### src/rtl/stage_wb_pipe_pkg.sv
// Shared encodings for the writeback stage: writeback source select,
// load funct3 codes and the slot FSM states.
package stage_wb_pipe_pkg;

  typedef enum logic [1:0] {
    WB_SEL_ALU  = 2'b00,
    WB_SEL_LOAD = 2'b01,
    WB_SEL_PC4  = 2'b10,
    WB_SEL_IMM  = 2'b11
  } wb_sel_e;

  localparam logic [2:0] LOAD_F3_LB  = 3'b000;
  localparam logic [2:0] LOAD_F3_LH  = 3'b001;
  localparam logic [2:0] LOAD_F3_LW  = 3'b010;
  localparam logic [2:0] LOAD_F3_LD  = 3'b011;
  localparam logic [2:0] LOAD_F3_LBU = 3'b100;
  localparam logic [2:0] LOAD_F3_LHU = 3'b101;
  localparam logic [2:0] LOAD_F3_LWU = 3'b110;

  typedef enum logic [1:0] {
    ST_EMPTY,
    ST_FULL,
    ST_WAIT_LOAD
  } wb_state_e;

endpackage

### src/rtl/stage_wb_pipe_if.sv
// MEM -> WB handoff bundle. The MEM stage is the master; the writeback
// stage is the slave and returns mem_ready.
interface stage_wb_pipe_if #(
  parameter int REG_WIDTH      = 32,
  parameter int REG_ADDR_WIDTH = 5
);
  logic                      mem_valid;
  logic                      mem_ready;
  logic [REG_ADDR_WIDTH-1:0] mem_rd_addr;
  logic                      mem_reg_write_en;
  logic [1:0]                mem_wb_sel;
  logic [2:0]                mem_funct3;
  logic [REG_WIDTH-1:0]      mem_alu_out;
  logic [REG_WIDTH-1:0]      mem_pc_plus4;
  logic [REG_WIDTH-1:0]      mem_imm;

  modport master (
    output mem_valid, mem_rd_addr, mem_reg_write_en, mem_wb_sel,
           mem_funct3, mem_alu_out, mem_pc_plus4, mem_imm,
    input  mem_ready
  );

  modport slave (
    input  mem_valid, mem_rd_addr, mem_reg_write_en, mem_wb_sel,
           mem_funct3, mem_alu_out, mem_pc_plus4, mem_imm,
    output mem_ready
  );
endinterface

### src/rtl/stage_wb_pipe_load_align_ext.sv
// Load data alignment and sign/zero extension for 32- or 64-bit datapaths.
// Raw data is a naturally aligned word/dword; offset selects the lane.
module load_align_ext
  import stage_wb_pipe_pkg::*;
#(
  parameter int REG_WIDTH = 32,
  localparam int OFF_W    = $clog2(REG_WIDTH / 8)
) (
  input  logic [REG_WIDTH-1:0] raw_data,
  input  logic [OFF_W-1:0]     offset,
  input  logic [2:0]           funct3,
  output logic [REG_WIDTH-1:0] ext_data
);

  logic [7:0]  byte_v;
  logic [15:0] half_v;
  logic [31:0] word_v;

  always_comb begin
    byte_v = 8'(raw_data >> {offset, 3'b000});
    half_v = 16'(raw_data >> {offset[OFF_W-1:1], 4'b0000});
    // Top offset bit picks the word lane; only meaningful when REG_WIDTH is 64.
    word_v = 32'(raw_data >> {offset[OFF_W-1], 5'b00000});

    ext_data = raw_data;
    case (funct3)
      LOAD_F3_LB: begin
        ext_data      = {REG_WIDTH{byte_v[7]}};
        ext_data[7:0] = byte_v;
      end
      LOAD_F3_LBU: begin
        ext_data      = '0;
        ext_data[7:0] = byte_v;
      end
      LOAD_F3_LH: begin
        ext_data       = {REG_WIDTH{half_v[15]}};
        ext_data[15:0] = half_v;
      end
      LOAD_F3_LHU: begin
        ext_data       = '0;
        ext_data[15:0] = half_v;
      end
      LOAD_F3_LW: begin
        if (REG_WIDTH == 64) begin
          ext_data       = {REG_WIDTH{word_v[31]}};
          ext_data[31:0] = word_v;
        end
      end
      LOAD_F3_LWU: begin
        if (REG_WIDTH == 64) begin
          ext_data       = '0;
          ext_data[31:0] = word_v;
        end
      end
      LOAD_F3_LD: ext_data = raw_data;
      default:    ext_data = raw_data;
    endcase
  end

endmodule

### src/rtl/stage_wb_pipe.sv
// Writeback stage: MEM/WB slot with variable-latency load wait and timeout,
// driving the register-file write port and retire/error indications.
module stage_wb_pipe
  import stage_wb_pipe_pkg::*;
#(
  parameter int REG_WIDTH      = 32,
  parameter int REG_ADDR_WIDTH = 5,
  parameter int LOAD_TIMEOUT   = 15,
  parameter int TMO_CNT_WIDTH  = 4
) (
  input  logic                      clk,
  input  logic                      reset,
  input  logic                      flush,
  stage_wb_pipe_if.slave            mem,
  input  logic [REG_WIDTH-1:0]      dmem_rdata,
  input  logic                      dmem_rvalid,
  output logic                      wb_reg_write_en,
  output logic [REG_ADDR_WIDTH-1:0] wb_rd_addr,
  output logic [REG_WIDTH-1:0]      wb_data,
  output logic                      wb_retire,
  output logic                      wb_load_err
);

  localparam int OFF_W = $clog2(REG_WIDTH / 8);
  localparam logic [TMO_CNT_WIDTH-1:0] TMO_LAST = TMO_CNT_WIDTH'(LOAD_TIMEOUT - 1);

  wb_state_e                 state;
  logic [TMO_CNT_WIDTH-1:0]  tmo_cnt;
  logic [REG_ADDR_WIDTH-1:0] slot_rd;
  logic                      slot_we;
  wb_sel_e                   slot_sel;
  logic [2:0]                slot_f3;
  logic [REG_WIDTH-1:0]      slot_alu;
  logic [REG_WIDTH-1:0]      slot_pc4;
  logic [REG_WIDTH-1:0]      slot_imm;

  logic                      slot_valid;
  logic                      load_done;
  logic                      timeout;
  logic                      retire;
  logic [REG_WIDTH-1:0]      load_data;
  logic [REG_WIDTH-1:0]      sel_data;

  load_align_ext #(
    .REG_WIDTH (REG_WIDTH)
  ) u_load_align_ext (
    .raw_data (dmem_rdata),
    .offset   (slot_alu[OFF_W-1:0]),
    .funct3   (slot_f3),
    .ext_data (load_data)
  );

  always_comb begin
    slot_valid = (state != ST_EMPTY);
    load_done  = (state == ST_WAIT_LOAD) && dmem_rvalid;
    timeout    = (state == ST_WAIT_LOAD) && !dmem_rvalid && (tmo_cnt == TMO_LAST);
    retire     = !flush && ((state == ST_FULL) || load_done || timeout);

    case (slot_sel)
      WB_SEL_ALU:  sel_data = slot_alu;
      WB_SEL_LOAD: sel_data = load_data;
      WB_SEL_PC4:  sel_data = slot_pc4;
      WB_SEL_IMM:  sel_data = slot_imm;
      default:     sel_data = slot_alu;
    endcase
  end

  always_comb begin
    mem.mem_ready   = !reset && ((state == ST_EMPTY) || retire);
    wb_retire       = !reset && retire;
    wb_load_err     = !reset && !flush && timeout;
    wb_reg_write_en = !reset && !flush && ((state == ST_FULL) || load_done) &&
                      slot_we && (slot_rd != '0);
    wb_rd_addr      = (!reset && slot_valid) ? slot_rd : '0;
    wb_data         = (!reset && slot_valid) ? sel_data : '0;
  end

  always_ff @(posedge clk) begin
    if (reset) begin
      state    <= ST_EMPTY;
      tmo_cnt  <= '0;
      slot_rd  <= '0;
      slot_we  <= 1'b0;
      slot_sel <= WB_SEL_ALU;
      slot_f3  <= '0;
      slot_alu <= '0;
      slot_pc4 <= '0;
      slot_imm <= '0;
    end else if (flush) begin
      state   <= ST_EMPTY;
      tmo_cnt <= '0;
    end else if ((state == ST_EMPTY) || retire) begin
      // Slot is free this cycle (mem_ready high), so a valid input is captured.
      tmo_cnt <= '0;
      if (mem.mem_valid) begin
        slot_rd  <= mem.mem_rd_addr;
        slot_we  <= mem.mem_reg_write_en;
        slot_sel <= wb_sel_e'(mem.mem_wb_sel);
        slot_f3  <= mem.mem_funct3;
        slot_alu <= mem.mem_alu_out;
        slot_pc4 <= mem.mem_pc_plus4;
        slot_imm <= mem.mem_imm;
        state    <= (wb_sel_e'(mem.mem_wb_sel) == WB_SEL_LOAD) ? ST_WAIT_LOAD : ST_FULL;
      end else begin
        state <= ST_EMPTY;
      end
    end else begin
      tmo_cnt <= tmo_cnt + 1'b1;
    end
  end

endmodule

### src/flat_wrapper.sv
// flat-port wrapper written by rule: the top's interface ports become plain ports
module stage_wb_pipe_flat import stage_wb_pipe_pkg::*;
#(
  parameter int REG_WIDTH      = 32,
  parameter int REG_ADDR_WIDTH = 5,
  parameter int LOAD_TIMEOUT   = 15,
  parameter int TMO_CNT_WIDTH  = 4
)
  (clk, reset, flush, dmem_rdata, dmem_rvalid, wb_reg_write_en, wb_rd_addr, wb_data, wb_retire, wb_load_err, mem_mem_valid, mem_mem_rd_addr, mem_mem_reg_write_en, mem_mem_wb_sel, mem_mem_funct3, mem_mem_alu_out, mem_mem_pc_plus4, mem_mem_imm, mem_mem_ready);
  stage_wb_pipe_if #(.REG_WIDTH(REG_WIDTH), .REG_ADDR_WIDTH(REG_ADDR_WIDTH)) mem_i ();
  input  logic clk;
  input  logic reset;
  input  logic flush;
  input  logic [REG_WIDTH-1:0] dmem_rdata;
  input  logic dmem_rvalid;
  output logic wb_reg_write_en;
  output logic [REG_ADDR_WIDTH-1:0] wb_rd_addr;
  output logic [REG_WIDTH-1:0] wb_data;
  output logic wb_retire;
  output logic wb_load_err;
  input wire logic [$bits(mem_i.mem_valid)-1:0] mem_mem_valid;
  input wire logic [$bits(mem_i.mem_rd_addr)-1:0] mem_mem_rd_addr;
  input wire logic [$bits(mem_i.mem_reg_write_en)-1:0] mem_mem_reg_write_en;
  input wire logic [$bits(mem_i.mem_wb_sel)-1:0] mem_mem_wb_sel;
  input wire logic [$bits(mem_i.mem_funct3)-1:0] mem_mem_funct3;
  input wire logic [$bits(mem_i.mem_alu_out)-1:0] mem_mem_alu_out;
  input wire logic [$bits(mem_i.mem_pc_plus4)-1:0] mem_mem_pc_plus4;
  input wire logic [$bits(mem_i.mem_imm)-1:0] mem_mem_imm;
  output wire logic [$bits(mem_i.mem_ready)-1:0] mem_mem_ready;
  assign mem_i.mem_valid = mem_mem_valid;
  assign mem_i.mem_rd_addr = mem_mem_rd_addr;
  assign mem_i.mem_reg_write_en = mem_mem_reg_write_en;
  assign mem_i.mem_wb_sel = mem_mem_wb_sel;
  assign mem_i.mem_funct3 = mem_mem_funct3;
  assign mem_i.mem_alu_out = mem_mem_alu_out;
  assign mem_i.mem_pc_plus4 = mem_mem_pc_plus4;
  assign mem_i.mem_imm = mem_mem_imm;
  assign mem_mem_ready = mem_i.mem_ready;
  stage_wb_pipe #(.REG_WIDTH(REG_WIDTH), .REG_ADDR_WIDTH(REG_ADDR_WIDTH), .LOAD_TIMEOUT(LOAD_TIMEOUT), .TMO_CNT_WIDTH(TMO_CNT_WIDTH)) u_core (.clk(clk), .reset(reset), .flush(flush), .mem(mem_i), .dmem_rdata(dmem_rdata), .dmem_rvalid(dmem_rvalid), .wb_reg_write_en(wb_reg_write_en), .wb_rd_addr(wb_rd_addr), .wb_data(wb_data), .wb_retire(wb_retire), .wb_load_err(wb_load_err));
endmodule
### config.mk
export PLATFORM = sky130hd
export DESIGN_NAME = stage_wb_pipe_flat
export DESIGN_NICKNAME = d
export VERILOG_FILES = /design/src/rtl/stage_wb_pipe_pkg.sv /design/src/rtl/stage_wb_pipe_if.sv /design/src/rtl/stage_wb_pipe_load_align_ext.sv /design/src/rtl/stage_wb_pipe.sv /design/src/flat_wrapper.sv
export SDC_FILE = /design/constraint.sdc
export NUM_CORES = 1
export LEC_CHECK = 0
export BUFFER_PORTS_ARGS = -buffer_cell sky130_fd_sc_hd__buf_2
export CORE_MARGIN = 1.5
export CORE_UTILIZATION = 25
export CTS_BUF_LIST = sky130_fd_sc_hd__clkbuf_2
export CTS_CLUSTER_SIZE = 14
export DETAILED_ROUTE_END_ITERATION = 8
export GPL_ROUTABILITY_DRIVEN = 1
export GPL_TIMING_DRIVEN = 0
export RECOVER_POWER = 50
export SYNTH_ARGS = -nofsm -noshare
export SYNTH_HDL_FRONTEND = slang
export SYNTH_SLANG_ARGS = --single-unit
### constraint.sdc
create_clock -name clk -period 4 [get_ports clk]
set_input_delay 0.6 -clock clk [delete_from_list [all_inputs] [get_ports clk]]
set_output_delay 0.6 -clock clk [all_outputs]
set_load 0.005 [all_outputs]
==> reports/results.ini <==
[placed_design]
place.detailed.hpwl_um=16980
numPortBuffers=184
gp_congestion=0.8657

[sta]
timing.final.crit_share_pct=87.88
fmax_mhz=284.5
hold_viol=0
setup_tns_ns=0
timing.final.crit_period_ns=3.515
unrepaired_setup_endpoints_after_global_routing=false
drv_slew=0
slew_headroom_pct=24.18
worst_clock_skew_ns=0.04072
setup_viol=0
worst_slew_pin_slew_ns=1.137

[yosys]
synthDominantCellAreaShare_pct=38.82
synth_top_cells_by_area=sky130_fd_sc_hd__dfxtp_1 (39%), sky130_fd_sc_hd__mux2i_1 (21%), sky130_fd_sc_hd__nor2_1 (7.9%), sky130_fd_sc_hd__o21ai_0 (4.6%), sky130_fd_sc_hd__nand2_1 (3.3%)
synth_enable_flop_cells=0
yosysUniqueCellTypes=46
post-synth-top-area-cell=sky130_fd_sc_hd__dfxtp_1
synthesis.area_per_instance_sq_um=8.645
ys_seq_area_share_pct=38.82
postSynthCellCount=674
ys_seq_elements=113
net_count_after_synthesis=820
postSynth.topFlopCell=sky130_fd_sc_hd__dfxtp_1
synth_warnings=0
syn_area_sq_um=5827
async_reset_ff_share_pct=0

[floorplan]
core_region_area_sq_um=22780
floorplan.io_pins=185
floorplan.die_area_sq_um=24230
die_h_um=155.7
floorplan.initialDensity_pct=25.58
die_width_um=155.7
rows=55

[global_routing]
wire_length_of_the_first_global_routing_pass_um=31590
grt_use_total_pct=17.70
antenna_found_initial=2
globalRoute.totalOverflow=0
grt_max_degree=17
vias_in_the_first_global_route=5501

[job]
max_cap_violations=0

[pwr]
power-per-cell-area_nw_per_um2=331.3
worst_ir_drop_vdd_v=0.0001361
static-leakage-power_nw=3.033

[worst_hold_path]
hp-class=in -> reg

[detailed_routing]
drt-total-wl_um=21430
detail-route-antenna-nets=0
route.detailed.wl_per_inst_um=17.80
top_layer=met4
drt-met1-wl_um=9982
post_drt_via_cell_ratio=4.600
drt_iter0_markers=277
dr_wl_met2_um=9656
detail_route.drc_violations=0
via_count=5539
drt_first_pass_iters=5
dr_wl_met3_um=1296

[cts]
cts_tree=yes
post-cts-setup-buffer-count=0
cts_hold_buf=0
cts.reportedPaths.clkPinSlew_ns=0.20
htree_num_levels=4
post_cts_resize_count=0
numCtsBuffers=17
clock-sinks=113
worst_skew_pair.late_latency_ns=0.70
max-clock-path-buffers=2
cts_root_buf=sky130_fd_sc_hd__clkbuf_2

[critical_path]
endpoint_kind=output pin
cp_arrival_ns=2.92
required_time_at_the_endpoint_of_the_critical_path_ns=3.40
worst-setup-path-type=reg -> out
worst_setup_path_start_kind=flop
critPathMaxFanout=10

[run_status]
status=finished clean

[layout]
area_growth_syn_to_layout_pct=25.98
fraction_of_layout_cells_with_a_size_suffix_above_1_pct=26.66
finish.net_count=1023
final_core_util_pct=32.23

-- through the flow --
step | std cells | power, W | instance area [sq um] | hold WS, ns | setup slack (ns)
2_1_floorplan | 674 | 0.001478 | 5827 | 0.4297 | 1.639
3_3_place_gp | 1171 | 0.001655 | 7139 | 0.4469 | 1.089
3_5_place_dp | 1171 | 0.001659 | 7139 | 0.4561 | 1.126
4_1_cts | 1202 | 0.002464 | 7375 | 0.02561 | 0.3140
5_1_grt | 1204 | 0.002553 | 7341 | 0.01184 | 0.2079
6_report | 1204 | 0.002432 | 7341 | 0.1187 | 0.4848
-- area by class of cell --
type	count	area (sq um)
Antenna cell	2	5.005
Buffer	53	271.5
Clock buffer	18	90.09
Clock inverter	13	145.1
Fill cell	2475	15440
Inverter	9	33.78
Multi-Input combinational cell	499	3221
Sequential cell	113	2262
Tap cell	313	391.6
Timing Repair Buffer	184	920.9
-- worst max-delay path, cell delays in order, from the launching register on --
cell and delay [ns]:
sky130_fd_sc_hd__dfxtp_1 0.35, sky130_fd_sc_hd__buf_2 0.27, sky130_fd_sc_hd__buf_1 0.45, sky130_fd_sc_hd__buf_1 0.51
sky130_fd_sc_hd__o221ai_1 0.25, sky130_fd_sc_hd__a21oi_1 0.25, sky130_fd_sc_hd__buf_2 0.15
-- where the power goes --
part,total (W),internal (W),switching [W]
Sequential,0.00122,0.00118,0.0000360
Combinational,0.000415,0.000182,0.000233
Clock,0.000801,0.000336,0.000465
Total,0.00243,0.00170,0.000733
-- metal layers --
metal / vias up / global-route usage [%]
li1: 2779 / -
met4: 0 / 6.576
met5: - / 0
met3: 28 / 4.611
met1: 2547 / 23.55
met2: 185 / 27.44
-- registers in the layout (all words and copies together) (netlist names), 2 cells and up --
register and count:
u_core.slot_pc4 32, u_core.slot_f3 3, u_core.slot_sel 2, u_core.tmo_cnt 4, u_core.slot_rd 5, u_core.slot_alu 32, u_core.slot_imm 32, u_core.state 2
-- path summary, 6_finish.rpt --
path	start	endpoint	slack (ns)	cells after the start
worst max-delay path	u_core.slot_sel[0]	wb_data[7]	0.48	6
worst min-delay path	mem_mem_pc_plus4[28]	u_core.slot_pc4[28]	0.12	3
worst max register to register	u_core.tmo_cnt[0]	u_core.slot_pc4[2]	0.96	9
worst min register to register	u_core.tmo_cnt[0]	u_core.tmo_cnt[0]	0.49	1
-- layout by cell type, fill, tap and decap left out, drive strengths merged, types with 3 or more instances in the layout --
cell type | synthesis | routed
o221ai | 9 | 9
nor2b | 8 | 8
clkinvlp | 0 | 3
nand2b | 5 | 5
nor2 | 122 | 122
clkbuf | 28 | 55
buf | 25 | 200
inv | 9 | 9
dfxtp | 113 | 113
o22ai | 8 | 8
clkinv | 0 | 7
o21ai | 54 | 54
o22a | 6 | 6
mux2i | 123 | 123
o2bb2ai | 18 | 18
mux2 | 9 | 9
a22oi | 7 | 7
a21oi | 28 | 28
nor3 | 18 | 18
nand2 | 52 | 52
and2 | 5 | 5
bufinv | 0 | 3
nand3 | 3 | 3
-- synth_stat cells (2+ instances only) --
master,number
sky130_fd_sc_hd__mux2i_1,123
sky130_fd_sc_hd__nor2_1,122
sky130_fd_sc_hd__dfxtp_1,113
sky130_fd_sc_hd__o21ai_0,54
sky130_fd_sc_hd__nand2_1,52
sky130_fd_sc_hd__clkbuf_1,28
sky130_fd_sc_hd__a21oi_1,27
sky130_fd_sc_hd__nor3_1,18
sky130_fd_sc_hd__o2bb2ai_1,18
sky130_fd_sc_hd__inv_1,9
sky130_fd_sc_hd__o221ai_1,9
sky130_fd_sc_hd__buf_2,8
sky130_fd_sc_hd__mux2_2,8
sky130_fd_sc_hd__nor2b_1,8
sky130_fd_sc_hd__o22ai_1,8
sky130_fd_sc_hd__a22oi_1,7
sky130_fd_sc_hd__buf_4,7
sky130_fd_sc_hd__o22a_1,6
sky130_fd_sc_hd__and2_1,5
sky130_fd_sc_hd__nand2b_1,5
sky130_fd_sc_hd__buf_1,4
sky130_fd_sc_hd__buf_12,3
sky130_fd_sc_hd__nand3_1,3
sky130_fd_sc_hd__buf_6,2
sky130_fd_sc_hd__ha_1,2
sky130_fd_sc_hd__nor4_1,2
sky130_fd_sc_hd__o21ba_2,2
sky130_fd_sc_hd__o21bai_1,2
sky130_fd_sc_hd__or2_2,2
-- cell families after synthesis --
| kind of cell | count (synthesis) | synth area share (%) |
|---|---|---|
| compound gates | 141 | 15.59 |
| xor+xnor | 2 | 0.3007 |
| flops | 113 | 38.82 |
| mux | 132 | 22.93 |
| simple gates | 222 | 16.02 |
| fa+ha+maj | 2 | 0.4294 |
| buf+inv | 62 | 5.905 |
Power figures use the tool's default switching activity.
